**src/rtl/instr_fetch_unit.sv**
```systemverilog
// instr_fetch_unit: PC/IR owner for the multicycle core; fetches over a variable-latency
// req/valid handshake with timeout, and decodes IR fields and the sign-extended immediate.
module instr_fetch_unit #(
    parameter int              XLEN        = 64,
    parameter logic [XLEN-1:0] RESET_PC    = '0,
    parameter int              TIMEOUT_CYC = 255,
    parameter int              CNT_W       = 8
) (
    input  logic            clk,
    input  logic            reset,
    input  logic            load_ir_i,
    input  logic            pc_write_i,
    input  logic            pc_write_beq_i,
    input  logic            pc_write_bne_i,
    input  logic            pc_source_i,
    input  logic [XLEN-1:0] alu_result_i,
    input  logic [XLEN-1:0] alu_out_i,
    input  logic            alu_zero_i,
    output logic            imem_req_o,
    output logic [XLEN-1:0] imem_addr_o,
    input  logic [31:0]     imem_rdata_i,
    input  logic            imem_valid_i,
    output logic            fetch_busy_o,
    output logic            fetch_err_o,
    output logic [XLEN-1:0] pc_o,
    output logic [6:0]      opcode_o,
    output logic [4:0]      rd_o,
    output logic [2:0]      func3_o,
    output logic [4:0]      rs1_o,
    output logic [4:0]      rs2_o,
    output logic [6:0]      func7_o,
    output logic [XLEN-1:0] imm_o,
    output logic            illegal_o
);
    localparam logic [31:0] NOP = 32'h0000_0013;
    typedef enum logic {IDLE, REQ} state_t;
    state_t          state_q, state_d;
    logic [CNT_W-1:0] cnt_q, cnt_d;
    logic [31:0]     ir_q, ir_d;
    logic            err_q, err_d;
    logic [XLEN-1:0] pc_q, pc_d;
    logic            start, timeout, pc_en;
    assign start   = state_q == IDLE && load_ir_i && pc_write_i;
    assign timeout = state_q == REQ && cnt_q == CNT_W'(TIMEOUT_CYC);
    // Handshake outputs are gated by reset so they drop in the same cycle reset asserts.
    assign imem_req_o   = !reset && (start || state_q == REQ);
    assign fetch_busy_o = !reset && !imem_valid_i && (start || (state_q == REQ && !timeout));
    assign pc_en = !fetch_busy_o && (pc_write_i || (pc_write_beq_i && alu_zero_i) ||
                                     (pc_write_bne_i && !alu_zero_i));
    always_comb begin
        state_d = state_q;
        cnt_d   = cnt_q;
        ir_d    = ir_q;
        err_d   = err_q;
        pc_d    = pc_en ? (pc_source_i ? alu_out_i : alu_result_i) : pc_q;
        if (start) begin
            if (imem_valid_i) ir_d = imem_rdata_i;
            else begin
                state_d = REQ;
                cnt_d   = CNT_W'(1);
            end
        end else if (state_q == REQ) begin
            if (imem_valid_i) begin
                ir_d    = imem_rdata_i;
                state_d = IDLE;
            end else if (timeout) begin
                ir_d    = NOP;
                err_d   = 1'b1;
                state_d = IDLE;
            end else cnt_d = cnt_q + CNT_W'(1);
        end
    end
    always_ff @(posedge clk or posedge reset) begin
        if (reset) begin
            state_q <= IDLE;
            cnt_q   <= '0;
            ir_q    <= NOP;
            err_q   <= 1'b0;
            pc_q    <= RESET_PC;
        end else begin
            state_q <= state_d;
            cnt_q   <= cnt_d;
            ir_q    <= ir_d;
            err_q   <= err_d;
            pc_q    <= pc_d;
        end
    end
    assign imem_addr_o = pc_q;
    assign pc_o        = pc_q;
    assign fetch_err_o = err_q;
    assign opcode_o    = ir_q[6:0];
    assign rd_o        = ir_q[11:7];
    assign func3_o     = ir_q[14:12];
    assign rs1_o       = ir_q[19:15];
    assign rs2_o       = ir_q[24:20];
    assign func7_o     = ir_q[31:25];
    logic [XLEN-1:0] imm_i, imm_s, imm_b, imm_u;
    assign imm_i = {{(XLEN-12){ir_q[31]}}, ir_q[31:20]};
    assign imm_s = {{(XLEN-12){ir_q[31]}}, ir_q[31:25], ir_q[11:7]};
    assign imm_b = {{(XLEN-13){ir_q[31]}}, ir_q[31], ir_q[7], ir_q[30:25], ir_q[11:8], 1'b0};
    assign imm_u = {{(XLEN-32){ir_q[31]}}, ir_q[31:12], 12'b0};
    always_comb begin
        illegal_o = !(opcode_o inside {7'h13, 7'h03, 7'h23, 7'h63, 7'h67, 7'h37, 7'h33});
        imm_o = (opcode_o == 7'h13 || opcode_o == 7'h03) ? imm_i :
                (opcode_o == 7'h23)                       ? imm_s :
                (opcode_o == 7'h63 || opcode_o == 7'h67) ? imm_b :
                (opcode_o == 7'h37)                       ? imm_u : '0;
    end
endmodule

```
**config.mk**
```make
export PLATFORM = sky130hd
export DESIGN_NAME = instr_fetch_unit
export DESIGN_NICKNAME = d
export VERILOG_FILES = /design/src/rtl/instr_fetch_unit.sv
export SDC_FILE = /design/constraint.sdc
export NUM_CORES = 1
export LEC_CHECK = 0
export CAP_MARGIN = 20
export CORE_AREA = 2 2 155 157
export DETAILED_ROUTE_END_ITERATION = 10
export DIE_AREA = 0 0 157 159
export SLEW_MARGIN = 20
export SYNTH_ARGS = -nofsm -noshare
export SYNTH_HDL_FRONTEND = slang
export SYNTH_SLANG_ARGS = --single-unit
```
**constraint.sdc**
```tcl
create_clock -name clk -period 4.7 [get_ports clk]
set_input_delay 0.94 -clock clk [delete_from_list [all_inputs] [get_ports clk]]
set_output_delay 0.94 -clock clk [all_outputs]
set_load 0.02 [all_outputs]
```
==> qor.yml <==
status: "completed"
vias_per_cell: 4.27
syn_inst: 561
synth_edf_count: 0
initial_core_util: 0.262
cts_max_level: 3
relSlewSlack: 0.280
synth-main-ff-cell: "dfrtp_1"
die_h_microns: 159
critical_path_required_ns: 3.76
yosys.area.top_type_share: 0.423
cp-start-kind: "flop"
yosys.area.top_type: "dfrtp_1"
wl_per_cell_microns: 17.8
worstSkewPairLatency_ns: 0.35
max_clock_freq_mhz: 232
hold_buffers: 0
port_buffers: 396
path_class: "reg -> out"
critPathArrivalTime_ns: 3.38
hold_path.class: "reg -> reg"
synth_nets: 731
finalNetCount: 1021
vias: 5020
grt_pass1_wl_microns: 30900
post-route-period-util: 0.919
die_area_sq_um: 25000
hold_viol: 0
core_sq_um: 23200
grt_remaining_overflow: 0
post_cts_buffers: 0
cts_resized: 0
hpwl_microns: 16300
crit_path_cell_trace: "nand3b_1, a2111oi_2, o21a_1, clkdlybuf4s50_1"
p_leak_nw: 4.09
synth_area_sq_um: 6090
cpMaxStageDelayCell: "o21a_1"
drive_above_1_share: 0.189
cp_max_fo: 33
clk_pin_slew_ns: 0.08
synth_commonest_cells: "mux2_2 (124), dfrtp_1 (103), buf_4 (96)"
cts_root_buffer: "clkbuf_16"
cts_buffer_depth: 2
slowest_delay_ns: 0.82
end_kind: "output port"
die_x_microns: 157
drt_iter0_drc: 244
finalSetupViolations: 0
setup_tns_ns: 0
multi_input_comb_area_sq_um: 2540
placementRows: 56
grt_pass1_vias: 5055
clock_skew_ns: 0.0128
antenna_found_initial: 0
grt_max_degree: 64
ios: 397
yosysSeqAreaShare: 0.436
dr.pass1.iters: 4
numCtsBuffers: 9
fin_crit_ns: 4.32
worst_pin_slew_ns: 1.06
areaGrowthSynthToFinish_pct: 63.6
rsz0062_at_grt: "false"
routed_wl_microns: 20900
synth_most_common_cell: "mux2_2"
insertedDiodeCount: 0
track_usage: 0.161
cts_num_sinks: 106
drc: 0
avgSynthCellArea_sq_um: 10.9
ys_seq_elements: 106
total_power_w: 0.00329
fill_cells: 2228
drv_cap: 0
p_per_area_nw_per_um2: 330
netlist_top_cells_area: "dfrtp_1 (42%), mux2_2 (23%), buf_4 (12%), nand2_1 (4.6%), a21oi_1 (2.7%)"
cts_tree: "done"
slew_violations: 0
yosysWarningCount: 0
ys_types: 45
async_reset_ff_frac: 1.00
ir_drop_uv: 194
place.gp.congestion: 0.741
ant_nets: 0
ff_latch_area_sq_um: 2660
==> per-layer routing <==
metal / vias to the layer above / track usage / wire [microns]
met1: 2393 / 0.199 / 8800
met2: 206 / 0.280 / 10300
met3: 12 / 0.0397 / 1650
met4: 0 / 0.0371 / 211
met5: - / 0 / 0
li1: 2409 / - / -
==> layout by cell type (no fill, tap or decap), types with 2 or more instances in the layout <==
cell type        Yosys  final
o31ai_1              2      2
clkdlybuf4s50_1      0    395
nand3_1              6      6
a21oi_1             33     33
dfstp_2              3      3
buf_4               96      6
a21o_1              20     20
nand2_1             74     74
nor2_1               7      6
or2_2                2      2
mux2_1               4      4
clkinvlp_4           0      3
nand2b_1             4      4
o21ai_0              6      6
inv_1                3      2
nor3b_1              2      2
a22o_1               4      4
nand3b_1             5      5
dfrtp_1            103    103
mux2_2             124    124
nor2b_1              4      4
and2_1               7      7
and3_1               2      2
a31oi_1              2      2
a211oi_1             2      2
clkbuf_16            0      9
==> cell type report <==
cell class	count	share of cell area
flip-flops and latches	106	0.267
repair buffers	404	0.406
clock inverters	5	0.00616
inverters	4	0.00176
multi-input cells	326	0.255
well taps	319	0.0401
clock buffers	11	0.0244
==> per-stage QoR <==
stage / instances / worst slack (ns) / instance area (sq um) / hold slack (ns) / utilization
6_report: 1175 / 0.383 / 9960 / 0.498 / 0.429
5_1_grt: 1175 / 0.0225 / 9960 / 0.504 / 0.429
4_1_cts: 1175 / 0.315 / 9960 / 0.496 / 0.429
3_5_place_dp: 1159 / 0.712 / 9660 / 0.465 / 0.416
3_3_place_gp: 1158 / 0.879 / 9640 / 0.483 / 0.416
2_1_floorplan: 561 / 0.453 / 6090 / 0.468 / -
==> registers in the layout, summed over array words and instances (netlist names) <==
name / count
cnt_q: 8
fetch_err_o: 1
imem_addr_o: 64
ir_q: 32
state_q: 1
==> kinds of logic (layout without fill, tap and decap cells) <==
group | Yosys count | after routing | synth area share
mux | 128 | 128 | 0.237
simple gates | 119 | 119 | 0.0913
compound gates | 77 | 77 | 0.0851
flops | 106 | 106 | 0.436
fa+ha+maj | 1 | 1 | 0.00206
xor+xnor | 1 | 1 | 0.00144
buf+inv | 129 | 424 | 0.147
==> critical path: cells and delay by family, from the launching register on <==
| family | cells | cell delay [ns] |
|---|---|---|
| flip-flops | 1 | 0.55 |
| AND/OR/NAND/NOR | 1 | 0.19 |
| AO/OA/AOI/OAI | 2 | 1.52 |
| buffers and inverters | 1 | 0.76 |
==> final timing paths <==
kind	startpoint	endpoint	slack [ns]	cells past startpoint
min reg2reg	fetch_err_o$_DFFE_PP0P_	fetch_err_o$_DFFE_PP0P_	0.50	1
max reg2reg	cnt_q[0]$_DFFE_PP0P_	imem_addr_o[4]$_DFFE_PP0P_	2.03	7
max	ir_q[1]$_DFFE_PP1P_	imm_o[59]	0.38	4
min	fetch_err_o$_DFFE_PP0P_	fetch_err_o$_DFFE_PP0P_	0.50	1
min in group asynchronous	reset	ir_q[13]$_DFFE_PP0P_	1.07	2
max in group asynchronous	reset	imem_addr_o[8]$_DFFE_PP0P_	2.34	3
==> where the power goes <==
group / total (W) / internal (W) / switching (W)
combinational: 0.00128 / 0.000682 / 0.000599
sequential: 0.00122 / 0.00106 / 0.000157
clock: 0.000792 / 0.000431 / 0.000361
Power figures use the tool's default switching activity.
